--- src/rtl/cpu_run_controller.sv ---
// Run/halt/single-step controller: turns the synchronized CPU-rate tick into
// gated one-cycle cpu_en strobes under operator buttons and CPU halt requests.

module cpu_btn_debounce #(
  parameter int DEBOUNCE_CYCLES = 1000000
) (
  input  logic clk,
  input  logic rst_n,
  input  logic btn_n,
  output logic press
);

  localparam int DB_W = (DEBOUNCE_CYCLES > 1) ? $clog2(DEBOUNCE_CYCLES) : 1;
  localparam logic [DB_W-1:0] DB_MAX = DB_W'(DEBOUNCE_CYCLES - 1);

  logic [1:0]      sync;
  logic            level;
  logic [DB_W-1:0] cnt;

  // The synchronizer clears to 0, so the first two samples after reset read
  // "pressed". With a debounce count of 3 or more these never reach the limit.
  // NOTE: state registers use non-blocking assignments only, so every flop
  // samples pre-edge values and simulation matches the synthesized hardware.
  always_ff @(posedge clk or negedge rst_n) begin
    if (!rst_n) begin
      sync  <= 2'b00;
      level <= 1'b1;
      cnt   <= '0;
      press <= 1'b0;
    end else begin
      sync  <= {sync[0], btn_n};
      press <= 1'b0;
      if (sync[1] == level) begin
        cnt <= '0;
      end else if (cnt == DB_MAX) begin
        level <= sync[1];
        cnt   <= '0;
        press <= level;
      end else begin
        cnt <= cnt + 1'b1;
      end
    end
  end

endmodule

module cpu_run_controller #(
  parameter int DEBOUNCE_CYCLES = 1000000,
  parameter int CNT_W           = 32
) (
  input  logic             clk,
  input  logic             rst_n,
  input  logic             tick_in,
  input  logic             btn_run_n,
  input  logic             btn_step_n,
  input  logic             halt_req,
  output logic             cpu_en,
  output logic             running,
  output logic             step_done,
  output logic [CNT_W-1:0] cycle_count
);

  typedef enum logic [1:0] {
    ST_HALT = 2'd0,
    ST_RUN  = 2'd1,
    ST_STEP = 2'd2
  } state_t;

  state_t     state;
  logic [2:0] tick_sync;
  logic       tick;
  logic       run_press;
  logic       step_press;
  logic       step_issued;

  always_ff @(posedge clk or negedge rst_n) begin
    if (!rst_n) begin
      tick_sync <= 3'b000;
    end else begin
      tick_sync <= {tick_sync[1:0], tick_in};
    end
  end

  assign tick = tick_sync[1] & ~tick_sync[2];

  cpu_btn_debounce #(.DEBOUNCE_CYCLES(DEBOUNCE_CYCLES)) u_run_db (
    .clk   (clk),
    .rst_n (rst_n),
    .btn_n (btn_run_n),
    .press (run_press)
  );

  cpu_btn_debounce #(.DEBOUNCE_CYCLES(DEBOUNCE_CYCLES)) u_step_db (
    .clk   (clk),
    .rst_n (rst_n),
    .btn_n (btn_step_n),
    .press (step_press)
  );

  // Halt requests and run presses are resolved before the tick, so a
  // coinciding tick is dropped rather than leaking one last strobe.
  always_ff @(posedge clk or negedge rst_n) begin
    if (!rst_n) begin
      state       <= ST_HALT;
      cpu_en      <= 1'b0;
      running     <= 1'b0;
      step_done   <= 1'b0;
      step_issued <= 1'b0;
    end else begin
      cpu_en      <= 1'b0;
      step_issued <= 1'b0;
      step_done   <= step_issued;
      unique case (state)
        ST_HALT: begin
          if (!halt_req) begin
            if (run_press) begin
              state   <= ST_RUN;
              running <= 1'b1;
            end else if (step_press) begin
              state <= ST_STEP;
            end
          end
        end
        ST_RUN: begin
          if (halt_req || run_press) begin
            state   <= ST_HALT;
            running <= 1'b0;
          end else begin
            cpu_en <= tick;
          end
        end
        ST_STEP: begin
          if (halt_req) begin
            state <= ST_HALT;
          end else if (tick) begin
            cpu_en      <= 1'b1;
            step_issued <= 1'b1;
            state       <= ST_HALT;
          end
        end
        default: begin
          state   <= ST_HALT;
          running <= 1'b0;
        end
      endcase
    end
  end

  always_ff @(posedge clk or negedge rst_n) begin
    if (!rst_n) begin
      cycle_count <= '0;
    end else if (cpu_en) begin
      cycle_count <= cycle_count + CNT_W'(1);
    end
  end

endmodule

--- config.mk ---
export PLATFORM = sky130hd
export DESIGN_NAME = cpu_run_controller
export DESIGN_NICKNAME = d
export VERILOG_FILES = /design/src/rtl/cpu_run_controller.sv
export SDC_FILE = /design/constraint.sdc
export NUM_CORES = 1
export LEC_CHECK = 0
export BUFFER_PORTS_ARGS = -buffer_cell sky130_fd_sc_hd__clkbuf_2
export CORE_MARGIN = 4
export CORE_UTILIZATION = 40
export CTS_CLUSTER_DIAMETER = 60
export DETAILED_ROUTE_END_ITERATION = 12
export GPL_TIMING_DRIVEN = 0
export MAX_ROUTING_LAYER = met4
export PLACE_DENSITY_LB_ADDON = 0.08
export SYNTH_ARGS = -nofsm -noshare
export SYNTH_HDL_FRONTEND = slang
export SYNTH_SLANG_ARGS = --single-unit
--- constraint.sdc ---
create_clock -name clk -period 3.68 [get_ports clk]
set_input_delay 0.368 -clock clk [delete_from_list [all_inputs] [get_ports clk]]
set_output_delay 0.368 -clock clk [all_outputs]
set_load 0.02 [all_outputs]
# Yosys cells after proc, flatten, opt, wreduce, memory -nomap -nowiden
# Index checks and enable logic that the tools add are counted.
# totals
regBits	89
input_bits	6
elab_cells	64
# classes
n_addsub	3
n_eq_ne	11
mux	24
bitwise	5
reduce_logical	6
# ops
cell	n
2-to-1 mux 20 bit	4
adder 20 x 1 -> 20 bit, second input constant	2
equality test 20 bit, second input constant	2
adder 32 x 1 -> 32 bit, second input constant	1
2-to-1 mux 2 bit	6
2-to-1 mux 1 bit	11
AND reduction 4 bit	2
one-hot mux 2 bit (3 select lines)	1
inequality test 2 bit, second input constant	2
NOT 1 bit	4
AND reduction 2 bit	2
inequality test 3 x 1 -> 1 bit, second input constant	1
inequality test 3 bit, second input constant	1
one-hot mux 1 bit (3 select lines)	1
equality test 1 bit	2
equality test 2 x 1 -> 1 bit, second input constant	1
equality test 2 bit, second input constant	1
logical NOT 2 bit	1
inequality test 2 x 1 -> 1 bit, second input constant	1
one-hot mux 1 bit (2 select lines)	1
AND 1 bit	1
logical OR 1 bit	1

# Longest topological paths before layout
# depth
depth_word	5
ltp_mapped	6

# Cells and area by module
# Synthesis repeated with hierarchy kept, for this count alone.
# hier_totals
cells_unflattened	391
hier_area_um2	4117.7
# by_module_without_submodules
module	n_inst	cells_each	area_per_inst_um2
cpu_btn_debounce	2	116	1137.3
cpu_run_controller	1	159	1843.0

# Least setup slack after synthesis
# OpenSTA, ideal clock, no wires.
# synth_path
path_type	reg-to-reg
from	register u_step_db.cnt[0]
to	register u_step_db.cnt[18]
setup_time_ps	74
t_arrival_ps	1866
required_time_ps	3606
setup_slack_ps	1740
stages_incl_launch_ff	7
synth_period_minus_slack_ps	1940
path_cell_list	dfrtp_1 > ha_1 > nand2_1 > or4_1 > buf_2 > or4_4 > a21oi_2
# synth_between
elab_chain_len	3
elab_cells_between_ends	4
cone_classes	add/sub (1); eq/ne (1); mux (2)
# synth_rtl
item	line_no	rtl
start: declaration	18	logic [DB_W-1:0] cnt;
start signal: assignment	40	cnt <= cnt + 1'b1;
adder 20 x 1 -> 20 bit / equality test 20 bit (equally long branches)	40, 35	
2-to-1 mux 20 bit *	35	end else if (cnt == DB_MAX) begin
2-to-1 mux 20 bit *	33	if (sync[1] == level) begin
# Every way passes the cells marked *; elsewhere a longest branch is shown, timed or not.
# A chain may end at the register's enable or synchronous reset.

# Worst setup path after layout
# Ends and elaborated chain as after synthesis.

==> impl_metrics.toml <==
[run_status]
run_status = "complete, no violations"

[synth]
synth-seq-cells = 89
synth_common_cells = "dfrtp_1, nor2_1, xnor2_1, nand4_1, xor2_1"
synth_most_common_cell = "dfrtp_1"
netlist_instances = 378
seq_area_frac_synth_pct = 55.0
syn-num-nets = 390
ys_top_cells_by_area = "dfrtp_1, xnor2_1, xor2_1"
netlist_area_sq_mm = 0.00405
synth_edf_count = 0
ys.flop_type = "dfrtp_1"
synth_cell_types = 39
synth_top_area_share_pct = 53.7
ys_async_sr_fraction_pct = 100
synth_top_area_cell = "dfrtp_1"
yosysWarnings = 0
syn_avg_cell_area_sq_um = 10.7

[clock_network]
clock_latency_ps = 350
cts_sinks = 89
clockRootBuffer = "clkbuf_8"
htreeDepth = 3
cts_buffers = 9
clkSlewWorstSetupHoldPaths_ps = 100
cts-resized-gates = 0
cts_tree = "yes"
clk_path_buf_depth = 2

[critical_path]
crit_required_ps = 3970
critPathMaxStageDelay_ps = 540
worstReg2RegStart = "u_step_db.cnt[0]"
crit_slowest_cell = "or4_1"
startpoint_type = "flop"
cp_cell_sequence = "ha_1, nand2_1, or4_1, buf_2, or4_4, a21oi_2"
crit_arrival_ps = 2380
critPathTopFamily = "simple AND/OR/NAND/NOR gates"
worstSetupStartpoint = "u_step_db.cnt[0]"
setup.worst_path.class = "reg -> reg"
critPathBufInv = 1
cp-end-kind = "flop"
crit_fanout = 8

[cells_and_area]
antenna-diode-count = 0
finalNonFillerCells = 569
nNetsFinal = 443
fin_util_pct = 47.5
syn2layout_area_growth_pct = 15.1
drive_gt1_share_pct = 15.6
design_area_sq_mm = 0.00466

[placement]
placed_area_sq_mm = 0.00445
place_ws_ps = 1570
gp_congestion = 0.803
dp_cells = 552
numPortBuffers = 40
dp_hpwl_microns = 5270

[floorplan]
start_util_pct = 41.3
core_area_sq_mm = 0.00982
die-width_microns = 109
die_height_microns = 109
dieArea_sq_mm = 0.0118
row_count = 36
io_pins = 41

[drt]
drt_iter0_drc = 116
wl_per_cell_microns = 13.2
drt_first_pass_iters = 4
route.detailed.drc = 0
routed_wl_microns = 7530
via_per_inst = 5.09
vias = 2895
postRouteAntennaNets = 0

[sta]
setup-violations-final = 0
slew_headroom_pct = 52.1
period_needed_ps = 2090
max_freq_ghz = 0.478
min_period_over_period_pct = 56.8
tightestPinTransition_ps = 712
grt_setup_unrepaired = "false"
finalSetupTns_ps = 0
worst_hold_slack_ps = 114
finClkSkew_ps = 16.8
fin_ws_ps = 1590
maxSlewViolCount = 0
hold_viol = 0

[global_route]
grt_pass1_wl_microns = 13500
grt_pass1_vias = 2889
grt_overflow_total = 0
gr-usage-all-layers_pct = 14.4
grt_max_degree = 64
antenna_found_initial = 0

[power]
total_leakage_power_nw = 2.11
swShare_pct = 24.1
irDropWorstVdd_mv = 0.155
clock_power_share_pct = 39.1
intPower_mw = 1.34
p_seq_share_pct = 56.9
p_sw_mw = 0.425
total_power_mw = 1.76
combPwrFrac_pct = 4.0
powerDensity_mw_per_mm2 = 378

[worst_hold_path]
hp-class = "in -> reg"
hold_path.startpoint = "tick_in"

[flow_run]
maxCapViolCount = 0
-- power groups by stage --
stage	registers, mW	clock network, mW	logic (mW)
after floorplan	1.03	0	0.0296
after global placement	1.02	0	0.0673
after detailed placement	1.02	0	0.0718
after CTS	1.00	0.716	0.0730
after global routing	1.01	0.761	0.0829
final	1.00	0.691	0.0700
-- cells in the final DEF, fill, tap and decap left out, types with 4 or more instances in the layout --
cell type,count
a21oi_1,10
and3_1,10
and4_1,7
clkbuf_1,6
clkbuf_2,39
clkbuf_8,9
dfrtp_1,87
ha_1,6
inv_1,10
nand2_1,20
nand3_1,21
nand4_1,25
nor2_1,41
nor3_1,11
nor4_1,11
o21ai_0,11
o31ai_1,4
or3_1,9
xnor2_1,34
xor2_1,25
-- repair_timing --
action                    in CTS  in global routing
hold endpoints to repair      26                  0
buffers inserted               0                  0
hold buffers                   1                  0
-- metal layers --
layer  share of wire [%]  vias up  GRT usage (%)
li1                    -     1447              -
met1                  49     1401           19.6
met2                  46       43           22.4
met3                 4.0        4           3.20
met4                0.69        0           2.89
met5                   0        -              -
-- cell type report --
class / count / area, sq um
clock buffer: 10 / 128
sequential: 89 / 2230
inverter: 10 / 37.5
clock inverter: 6 / 76.3
fill: 959 / 5160
multi-input combinational: 273 / 1760
buffer: 6 / 23.8
tap: 133 / 166
timing repair buffer: 42 / 240
-- registers in the layout, summed over array words and instances, names as in the netlist --
name / cells
u_step_db.cnt: 20
u_step_db.sync: 2
step_issued: 1
u_step_db.press: 1
u_run_db.sync: 2
cpu_en: 1
state: 2
u_run_db.level: 1
running: 1
cycle_count: 32
step_done: 1
tick_sync: 3
u_step_db.level: 1
u_run_db.press: 1
u_run_db.cnt: 20
-- logic make-up (layout without fill, tap and decap cells) --
| kind of cell | count (synthesis) | in the layout | synth area share [%] |
|---|---|---|---|
| fa+ha+maj | 6 | 6 | 1.85 |
| compound gates | 32 | 32 | 4.72 |
| buf+inv | 16 | 74 | 1.51 |
| flops | 89 | 89 | 55.0 |
| simple gates | 173 | 173 | 23.3 |
| xor+xnor | 59 | 59 | 12.8 |
| mux | 3 | 3 | 0.834 |
-- path summary, 6_finish.rpt --
kind | end | slack, ps | cells after the start
min reg2reg | u_step_db.sync[1] | 350 | 0
min in group asynchronous | cycle_count[0] | 490 | 2
max in group asynchronous | u_run_db.level | 2500 | 3
min | tick_sync[0] | 110 | 1
max | u_step_db.cnt[18] | 1590 | 6
max reg2reg | u_step_db.cnt[18] | 1590 | 6
Power figures use the tool's default switching activity.
